`config.mk`:
```
export PLATFORM = sky130hd
export DESIGN_NAME = cgram_access_scheduler
export DESIGN_NICKNAME = d
export VERILOG_FILES = /design/src/rtl/ppu_pkg.sv /design/src/rtl/cgram_cpu_port.sv /design/src/rtl/cgram_access_scheduler.sv
export SDC_FILE = /design/constraint.sdc
export NUM_CORES = 1
export LEC_CHECK = 0
export ABC_AREA = 1
export BUFFER_PORTS_ARGS = -buffer_cell sky130_fd_sc_hd__clkbuf_2
export CAP_MARGIN = 25
export CORE_MARGIN = 4
export CORE_UTILIZATION = 45
export CTS_BUF_LIST = sky130_fd_sc_hd__clkbuf_2 sky130_fd_sc_hd__clkbuf_4 sky130_fd_sc_hd__clkbuf_8
export CTS_CLUSTER_SIZE = 30
export DETAILED_ROUTE_END_ITERATION = 8
export GPL_ROUTABILITY_DRIVEN = 1
export HOLD_SLACK_MARGIN = 0.03
export PLACE_DENSITY = 0.68
export SYNTH_ARGS = -nofsm -noshare
export SYNTH_HDL_FRONTEND = slang
export SYNTH_SLANG_ARGS = --single-unit
```
`constraint.sdc`:
```
create_clock -name clk -period 4.6 [get_ports clk]
set_input_delay 0.46 -clock clk [delete_from_list [all_inputs] [get_ports clk]]
set_output_delay 0.46 -clock clk [all_outputs]
set_load 0.02 [all_outputs]
```
`src/rtl/ppu_pkg.sv`:
```
// Shared PPU types and constants for the CGRAM access path.
// Slot indices, CPU register selects and the CPU operation/FSM encodings.
package ppu_pkg;

    localparam int DOT_CLKS = 4;

    localparam logic [1:0] SLOT_MAIN  = 2'd0;
    localparam logic [1:0] SLOT_SUB   = 2'd1;
    localparam logic [1:0] SLOT_CPU   = 2'd2;
    localparam logic [1:0] SLOT_VALID = 2'd3;

    localparam logic [1:0] CG_REG_ADDR = 2'd0;
    localparam logic [1:0] CG_REG_DATA = 2'd1;
    localparam logic [1:0] CG_REG_READ = 2'd2;

    typedef enum logic [1:0] {
        OP_NONE     = 2'd0,
        OP_WRITE    = 2'd1,
        OP_PREFETCH = 2'd2
    } cg_op_type;

    typedef enum logic [1:0] {
        ST_IDLE       = 2'd0,
        ST_WAIT_GRANT = 2'd1,
        ST_RD_CAPTURE = 2'd2
    } cg_fsm_type;

endpackage

```
`src/rtl/cgram_cpu_port.sv`:
```
// CPU side of CGRAM: CGADD/CGDATA/CGDATAREAD decoding, address/flip state,
// read buffer and the single-operation queue that waits for a RAM grant.
module cgram_cpu_port
    import ppu_pkg::*;
(
    input  logic        clk,
    input  logic        reset_n,
    input  logic        cpu_we,
    input  logic        cpu_re,
    input  logic [1:0]  cpu_reg,
    input  logic [7:0]  cpu_wdata,
    output logic [7:0]  cpu_rdata,
    output logic        cpu_busy,
    output logic        req,
    output logic [1:0]  op,
    output logic [7:0]  addr,
    output logic [14:0] word,
    input  logic        grant,
    input  logic [14:0] cg_rdata
);

    cg_fsm_type state;
    cg_op_type  op_q;
    logic [7:0]  wa;
    logic        flip;
    logic [7:0]  lo_byte;
    logic [14:0] rbuf;

    assign req      = (state == ST_WAIT_GRANT);
    assign cpu_busy = (state != ST_IDLE);
    assign op       = op_q;

    // NOTE: every register here is written with <= so all branches see pre-edge values.
    always_ff @(posedge clk) begin
        if (!reset_n) begin
            state     <= ST_IDLE;
            op_q      <= OP_NONE;
            addr      <= '0;
            word      <= '0;
            wa        <= '0;
            flip      <= 1'b0;
            lo_byte   <= '0;
            rbuf      <= '0;
            cpu_rdata <= '0;
        end else begin
            case (state)
                ST_IDLE: begin
                    // Strobes are only decoded here, so anything arriving while busy is dropped.
                    if (cpu_we) begin
                        case (cpu_reg)
                            CG_REG_ADDR: begin
                                wa    <= cpu_wdata;
                                flip  <= 1'b0;
                                addr  <= cpu_wdata;
                                op_q  <= OP_PREFETCH;
                                state <= ST_WAIT_GRANT;
                            end
                            CG_REG_DATA: begin
                                if (!flip) begin
                                    lo_byte <= cpu_wdata;
                                    flip    <= 1'b1;
                                end else begin
                                    addr  <= wa;
                                    word  <= {cpu_wdata[6:0], lo_byte};
                                    wa    <= wa + 8'd1;
                                    flip  <= 1'b0;
                                    op_q  <= OP_WRITE;
                                    state <= ST_WAIT_GRANT;
                                end
                            end
                            default: ;
                        endcase
                    end else if (cpu_re && cpu_reg == CG_REG_READ) begin
                        if (!flip) begin
                            cpu_rdata <= rbuf[7:0];
                            flip      <= 1'b1;
                        end else begin
                            cpu_rdata <= {1'b0, rbuf[14:8]};
                            wa        <= wa + 8'd1;
                            addr      <= wa + 8'd1;
                            flip      <= 1'b0;
                            op_q      <= OP_PREFETCH;
                            state     <= ST_WAIT_GRANT;
                        end
                    end
                end
                ST_WAIT_GRANT: begin
                    if (grant) begin
                        if (op_q == OP_WRITE) begin
                            op_q  <= OP_NONE;
                            state <= ST_IDLE;
                        end else begin
                            state <= ST_RD_CAPTURE;
                        end
                    end
                end
                ST_RD_CAPTURE: begin
                    rbuf  <= cg_rdata;
                    op_q  <= OP_NONE;
                    state <= ST_IDLE;
                end
                default: state <= ST_IDLE;
            endcase
        end
    end

endmodule

```
`src/rtl/cgram_access_scheduler.sv`:
```
// Time-multiplexes the single-port CGRAM between main/sub palette lookups and
// the CPU register port using a 4-slot per-dot schedule.
module cgram_access_scheduler
    import ppu_pkg::*;
(
    input  logic        clk,
    input  logic        reset_n,
    input  logic        dot_en,
    input  logic        display_active,
    input  logic [7:0]  main_idx,
    input  logic [7:0]  sub_idx,
    output logic [14:0] main_color,
    output logic [14:0] sub_color,
    output logic        color_valid,
    input  logic        cpu_we,
    input  logic        cpu_re,
    input  logic [1:0]  cpu_reg,
    input  logic [7:0]  cpu_wdata,
    output logic [7:0]  cpu_rdata,
    output logic        cpu_busy,
    output logic [7:0]  cg_addr,
    output logic        cg_we,
    output logic [14:0] cg_wdata,
    input  logic [14:0] cg_rdata
);

    logic [1:0]  slot_cnt;
    logic [1:0]  slot;
    logic        disp_hold;
    logic        active;
    logic        grant;
    logic [14:0] main_hold;

    logic        cpu_req;
    logic [1:0]  cpu_op;
    logic [7:0]  cpu_addr;
    logic [14:0] cpu_word;

    // dot_en itself is slot 0; display state is frozen for the dot from that cycle.
    assign slot   = dot_en ? SLOT_MAIN : slot_cnt;
    assign active = (slot == SLOT_MAIN) ? display_active : disp_hold;
    assign grant  = !active || (slot == SLOT_CPU);

    cgram_cpu_port u_cpu_port (
        .clk       (clk),
        .reset_n   (reset_n),
        .cpu_we    (cpu_we),
        .cpu_re    (cpu_re),
        .cpu_reg   (cpu_reg),
        .cpu_wdata (cpu_wdata),
        .cpu_rdata (cpu_rdata),
        .cpu_busy  (cpu_busy),
        .req       (cpu_req),
        .op        (cpu_op),
        .addr      (cpu_addr),
        .word      (cpu_word),
        .grant     (grant),
        .cg_rdata  (cg_rdata)
    );

    always_ff @(posedge clk) begin
        if (!reset_n) begin
            slot_cnt    <= '0;
            disp_hold   <= 1'b0;
            main_hold   <= '0;
            main_color  <= '0;
            sub_color   <= '0;
            color_valid <= 1'b0;
        end else begin
            slot_cnt    <= slot + 2'd1;
            disp_hold   <= active;
            color_valid <= active && (slot == SLOT_CPU);
            if (active && slot == SLOT_SUB)
                main_hold <= cg_rdata;
            // Sub data is on cg_rdata during slot 2, so it goes straight to the output.
            if (active && slot == SLOT_CPU) begin
                main_color <= main_hold;
                sub_color  <= cg_rdata;
            end
        end
    end

    // NOTE: defaults first so every path assigns every output and no latch is inferred.
    always_comb begin
        cg_addr  = '0;
        cg_we    = 1'b0;
        cg_wdata = '0;
        if (reset_n) begin
            if (active && slot == SLOT_MAIN) begin
                cg_addr = main_idx;
            end else if (active && slot == SLOT_SUB) begin
                cg_addr = sub_idx;
            end else if (grant && cpu_req) begin
                cg_addr = cpu_addr;
                if (cpu_op == OP_WRITE) begin
                    cg_we    = 1'b1;
                    cg_wdata = cpu_word;
                end
            end
        end
    end

endmodule

```
==> results of run 1 <==
stage by stage:
stage	utilization [%]	cell area, um^2	hold slack (ns)
2_1_floorplan	-	5060	0.430
3_3_place_gp	51.4	5620	0.441
3_5_place_dp	51.4	5620	0.445
4_1_cts	55.5	6070	0.264
5_1_grt	55.5	6070	0.286
6_report	55.5	6070	0.280
path summary, 6_finish.rpt:
check / slack [ns] / endpoint / cells after the start / start
hold / removal: 0.28 / u_cpu_port.lo_byte[7] / 3 / cpu_wdata[7]
hold reg to reg: 0.46 / u_cpu_port.word[14] / 2 / u_cpu_port.word[14]
setup reg to reg: 2.31 / main_color[5] / 9 / slot_cnt[1]
setup / recovery: 1.15 / cg_addr[5] / 10 / slot_cnt[1]
synth_stat cells:
master    count  area [um^2]
a21oi_1      38          190
a21oi_4       1         16.3
a31oi_1      15         93.8
buf_2        10         50.1
buf_4         4         30.0
buf_6         3         33.8
clkbuf_1     20         75.1
dfxtp_1     116         2320
ha_1          8          100
inv_1        56          210
inv_2         5         18.8
nand2_1      84          315
nand2_2       6         37.5
nand2_4       4         45.0
nand3_1      29          145
nand3_4       1         17.5
nand4_1       3         18.8
nor2_1      179          672
nor2_2        2         12.5
nor2_4        2         22.5
nor3_1        2         10.0
o211ai_1      3         22.5
o21ai_0     109          546
o21ai_1       1         5.00
o22ai_4       1         20.0
xnor2_1       3         26.3
power breakdown:
group          switching (W)  leakage [nW]  internal [W]
clock network       0.000441         0.209      0.000610
registers          0.0000316         0.942       0.00106
logic               0.000215          1.51      0.000104
routing by layer:
layer / part of all wire, % / GRT usage [%]
met5: 0 / 0
met4: 1.5 / 7.68
met3: 6.0 / 4.46
met2: 44 / 31.9
met1: 49 / 29.5
cells by family after synthesis:
family	after synthesis	synth area share [%]
AOI/OAI and AO/OA	168	17.7
xor gates and xnor gates	3	0.520
adders and majority gates	8	1.98
buffers and inverters	98	8.27
DFF	116	45.9
and+or+nand+nor	312	25.6
worst register-to-register path, cell delays in order, from the launching register on:
cell	delay, ns
dfxtp_1	0.30
nand2_1	0.11
ha_1	0.20
nand2_2	0.24
nand2_4	0.19
nand2_1	0.06
buf_4	0.22
inv_1	0.67
nor2_1	0.10
nor2_1	0.14
state kept, by name, indices dropped and copies added (netlist names), 8 cells and up:
signal	count
u_cpu_port.word	15
main_hold	15
u_cpu_port.wa	8
u_cpu_port.addr	8
main_color	15
u_cpu_port.cpu_rdata	8
sub_color	15
u_cpu_port.lo_byte	8
u_cpu_port.rbuf	15
layout make-up:
| type | count | area share, % |
|---|---|---|
| flip-flops and latches | 116 | 38.3 |
| multi-input cells | 491 | 38.2 |
| repair buffers | 114 | 9.57 |
| well taps | 140 | 2.89 |
| inverters | 61 | 3.77 |
| clock inverters | 14 | 3.26 |
| clock buffers | 18 | 4.08 |
==> results.py, run 1 <==
metrics = {
    "logic_synthesis": {
        "yosysWarnings": 0,
        "syn_avg_cell_area_um2": 7.17,
        "synth.distinct_cells": 26,
        "synth-seq-area-share_pct": 45.9,
        "synth_cells": 705,
        "synth_seq_cells": 116,
        "synth_area_um2": 5060,
        "syn-num-nets": 760,
    },
    "drt": {
        "postRouteAntennaNets": 0,
        "routed_wl_mm": 13.2,
        "post_drt_wl_per_cell_um": 13.9,
        "num_vias": 4810,
        "route.detailed.drc": 0,
        "first_pass_iters": 5,
        "vias_per_cell": 5.04,
        "drtIter0Drc": 335,
    },
    "timing": {
        "finalClockSkew_ns": 0.0124,
        "fmax_mhz": 289,
        "tightest_slew_ns": 0.955,
        "fin_ws_ns": 1.15,
        "slew_headroom_pct": 36.2,
        "period_minus_slack_ns": 3.45,
        "hold_violations": 0,
        "period_share_pct": 75.1,
        "slew_viol_final": 0,
        "finalSetupViolCount": 0,
        "rsz0062_at_grt": "no",
        "tns_ns": 0,
    },
    "placed_design": {
        "dp_cells": 922,
        "post-place-ws_ns": 1.30,
        "place_hpwl_mm": 9.72,
        "port_buffers": 110,
        "gp_congestion": 0.893,
    },
    "clock_network": {
        "cts_max_path_buffers": 2,
        "cts_resized": 0,
        "cts_tree": "done",
        "clock-sinks": 116,
        "clkLatencyLatePin_ns": 0.42,
        "holdBufCountCts": 0,
        "cts_buffers": 17,
        "cts_setup_buffers": 0,
        "cts_root_buf": "clkbuf_8",
        "htree_levels": 4,
        "clk_pin_slew_ns": 0.07,
    },
    "pwr": {
        "p_leak_nw": 2.66,
        "pwr_density_cell_nw_per_um2": 406,
        "report.power.total_w": 0.00246,
        "ir_drop_mv": 0.216,
    },
    "floorplan": {
        "dieWidth_um": 114,
        "start_util_pct": 46.2,
        "core-area_um2": 10900,
        "die-area_um2": 13000,
        "placementRows": 38,
        "io_pins": 111,
        "die_h_um": 114,
    },
    "cells_and_area": {
        "area_delta_synth_final_pct": 20.0,
        "multi_input_area_um2": 2320,
        "num-fill-cells": 1102,
        "stdcell_count": 954,
        "final_common_cell": "nor2_1",
        "antenna_cells": 0,
        "final_cell_mix": "nor2_1 (179), dfxtp_1 (116), clkbuf_2 (110)",
        "final_net_count": 856,
        "final_layout_size_suffix_gt1_share_pct": 20.6,
        "seq_area_um2": 2320,
    },
    "worst_setup_path": {
        "cp-end-kind": "output pin",
        "crit_path_top_delay_cell": "inv_1",
        "crit_top_cell": "nand2_1",
        "worst_ep_required_time_ns": 4.14,
        "crit_chain": "nand2_1, ha_1, nand2_2, nand2_4, nand2_1, buf_4, inv_1, nand2_1, a31oi_1, clkbuf_2",
        "crit_path_max_fanout": 25,
        "max_stage_delay_ns": 0.64,
        "path_delay_family": "buffers and inverters",
        "cp-start-kind": "flop",
        "critPathKind": "flop to output pin",
        "path_buf_inv": 3,
        "cp.arrival_ns": 2.99,
    },
    "run_status": {
        "status": "finished clean",
    },
    "global_route": {
        "grt_max_degree": 49,
        "overflow": 0,
        "grt_pass1_wl_mm": 21.9,
        "grt_util_all_layers_pct": 21.0,
        "grt_pass1_vias": 4412,
        "antenna_found_initial": 0,
    },
    "flow_run": {
        "cap_violations": 0,
    },
    "min_path": {
        "worst_hold_path_type": "input port to flop",
    },
}
Note: power is estimated with default switching activity, not from simulation.
==> run 2: changes to the inputs <==
Settings changed: ABC_AREA 1 to 0.
Clock period 4.6 ns to 3.5 ns, I/O delays scaled along.
==> results.py, run 2 <==
metrics = {
    "pwr": {
        "report.power.total_w": 0.00309,
        "pwr_density_cell_nw_per_um2": 510,
        "ir_drop_mv": 0.359,
        "p_leak_nw": 2.38,
    },
    "floorplan": {
        "start_util_pct": 46.3,
        "dieWidth_um": 114,
        "core-area_um2": 10900,
        "die_h_um": 114,
        "placementRows": 38,
        "io_pins": 111,
        "die-area_um2": 13000,
    },
    "worst_setup_path": {
        "rrSetupSlack_ns": 1.29,
        "critPathKind": "flop to output pin",
        "cp-start-kind": "flop",
        "cp-end-kind": "output pin",
        "r2r_cells": 6,
        "cp.arrival_ns": 2.83,
        "regToRegEndpoint": "u_cpu_port.word[4]",
        "crit_path_max_fanout": 23,
        "regToRegStartpoint": "u_cpu_port.state[0]",
        "worst_ep_required_time_ns": 3.15,
        "endpoint": "cg_addr[7]",
        "setup.worst_path.start": "slot_cnt[0]",
    },
    "global_route": {
        "met3_usage_pct": 6.63,
        "met1_usage_pct": 27.5,
        "grt.busiest_layer": "met2",
        "grt_pass1_wl_mm": 21.6,
        "antenna_found_initial": 0,
        "grt_util_all_layers_pct": 21.1,
        "grtUsageMet2_pct": 33.1,
        "overflow": 0,
        "grt_pass1_vias": 4463,
        "grt_max_degree": 71,
    },
    "clock_network": {
        "htree_levels": 4,
        "cts_max_path_buffers": 2,
        "cts_setup_buffers": 0,
        "cts_buffers": 17,
        "clock-sinks": 116,
        "cts_tree": "done",
        "clk_pin_slew_ns": 0.07,
        "holdBufCountCts": 0,
        "clkLatencyLatePin_ns": 0.43,
        "cts_root_buf": "clkbuf_8",
        "cts_resized": 0,
    },
    "logic_synthesis": {
        "synth-xor-area-share_pct": 0.694,
        "yosys.area_share.adder_pct": 1.98,
        "synth-seq-area-share_pct": 46.0,
        "yosys.cell_count.top_type": "nand2_1",
        "yosysWarnings": 0,
        "synth_edf_count": 0,
        "synthTopCellsByArea": "dfxtp_1 (46%), nand2_1 (11%), a21oi_1 (7.6%)",
        "synth_top_family_by_area": "simple AND/OR/NAND/NOR gates",
        "synth_mux_area_share_pct": 7.69,
        "synth_cells": 606,
        "syn_avg_cell_area_um2": 8.33,
        "synth_seq_cells": 116,
        "synth_commonest_cells": "nand2_1 (142), dfxtp_1 (116), a21oi_1 (77), nor2_1 (40), mux2i_1 (35)",
        "async_flop_share_pct": 0,
        "synth_compound_area_share_pct": 17.8,
        "synthFlopType": "dfxtp_1",
        "synth_top_cell_by_area": "dfxtp_1",
        "synth.distinct_cells": 53,
        "synthSimpleGateAreaFrac_pct": 21.5,
        "synth_top_area_share_pct": 46.0,
        "syn-num-nets": 661,
        "synth_area_um2": 5050,
    },
    "cells_and_area": {
        "seq_area_um2": 2320,
        "num-fill-cells": 1032,
        "final_net_count": 753,
        "area_delta_synth_final_pct": 20.2,
        "final_common_cell": "nand2_1",
        "final_layout_size_suffix_gt1_share_pct": 22.4,
        "multi_input_area_um2": 2510,
        "final_cell_mix": "nand2_1 (142), dfxtp_1 (116), clkbuf_2 (110)",
        "antenna_cells": 0,
        "design_area_um2": 6060,
    },
    "timing": {
        "whs_ns": 0.169,
        "slew_headroom_pct": 35.8,
        "period_minus_slack_ns": 3.18,
        "tightest_slew_ns": 0.960,
        "fmax_mhz": 314,
        "slew_viol_final": 0,
        "rsz0062_at_grt": "no",
        "hold_violations": 0,
        "period_share_pct": 91.0,
        "finalSetupViolCount": 0,
        "finalClockSkew_ns": 0.00756,
        "tns_ns": 0,
    },
    "drt": {
        "post_drt_wl_per_cell_um": 15.6,
        "routed_wl_mm": 13.3,
        "drtIter0Drc": 403,
        "num_vias": 4584,
        "route.detailed.drc": 0,
        "first_pass_iters": 5,
        "vias_per_cell": 5.39,
        "postRouteAntennaNets": 0,
    },
    "placed_design": {
        "port_buffers": 110,
        "place_hpwl_mm": 9.32,
        "gp_congestion": 0.861,
        "placed_area_um2": 5630,
    },
    "run_status": {
        "status": "finished clean",
    },
    "flow_run": {
        "cap_violations": 0,
    },
    "min_path": {
        "worst_hold_path_type": "input port to flop",
    },
}
==> run 2: cell count changes after synthesis, moves of 9 or more <==
cell,previous run,this run
nand2_1,84,142
a22oi_1,0,12
nor2_1,179,40
a21oi_1,38,77
a31oi_1,15,6
nand3_1,29,9
o21ai_0,109,19
mux2i_1,0,35
inv_1,56,8
and2_1,0,19
==> run 2: worst min-delay path by stage <==
stage | to | cells after the start | startpoint | slack (ns)
finish | slot_cnt[0] | 3 | dot_en | 0.17
detailed placement | u_cpu_port.word[12] | 2 | u_cpu_port.word[12] | 0.45
global placement | u_cpu_port.word[13] | 2 | u_cpu_port.word[13] | 0.44
CTS | sub_color[14] | 3 | cg_rdata[14] | 0.14
global route | sub_color[13] | 3 | cg_rdata[13] | 0.14
floorplan | u_cpu_port.word[0] | 2 | u_cpu_port.lo_byte[0] | 0.43
==> run 2: cells by family after synthesis <==
family / Yosys count
AOI/OAI and AO/OA: 149
xor gates and xnor gates: 4
adders and majority gates: 8
buffers and inverters: 51
DFF: 116
muxes: 38
and+or+nand+nor: 240
==> run 2: critical path: stages (launching register included) <==
cell,delay [ns]
dfxtp_1,0.30
nor2b_1,0.20
inv_1,0.09
ha_1,0.21
mux2_4,0.26
and2_1,0.71
a22oi_1,0.18
a21oi_1,0.24
clkbuf_2,0.20
==> run 2: power by group <==
part / switching (W) / total, W / internal [W]
combinational: 0.000224 / 0.000355 / 0.000130
sequential: 0.0000301 / 0.00139 / 0.00136
clock: 0.000545 / 0.00135 / 0.000801
total: 0.000799 / 0.00309 / 0.00230
==> run 2: area by class of cell <==
type,count,area share (%)
clock buffer,19,4.21
sequential,116,38.3
timing repair buffer,115,9.70
multi-input combinational,439,41.4
tap,140,2.89
clock inverter,13,2.99
inverter,9,0.557
==> run 2: routing by layer <==
metal	routed length [um]	share of wire (%)
met1	6070	46
met2	6110	46
met3	899	6.8
met4	176	1.3
met5	0	0
==> run 2: stage by stage <==
step	instances	utilization, %	setup WS (ns)
after floorplan	606	-	1.14
after CTS	851	55.7	0.326
after global placement	819	51.7	0.845
after global routing	851	55.7	0.0853
after detailed placement	819	51.7	0.672
final	851	55.7	0.316
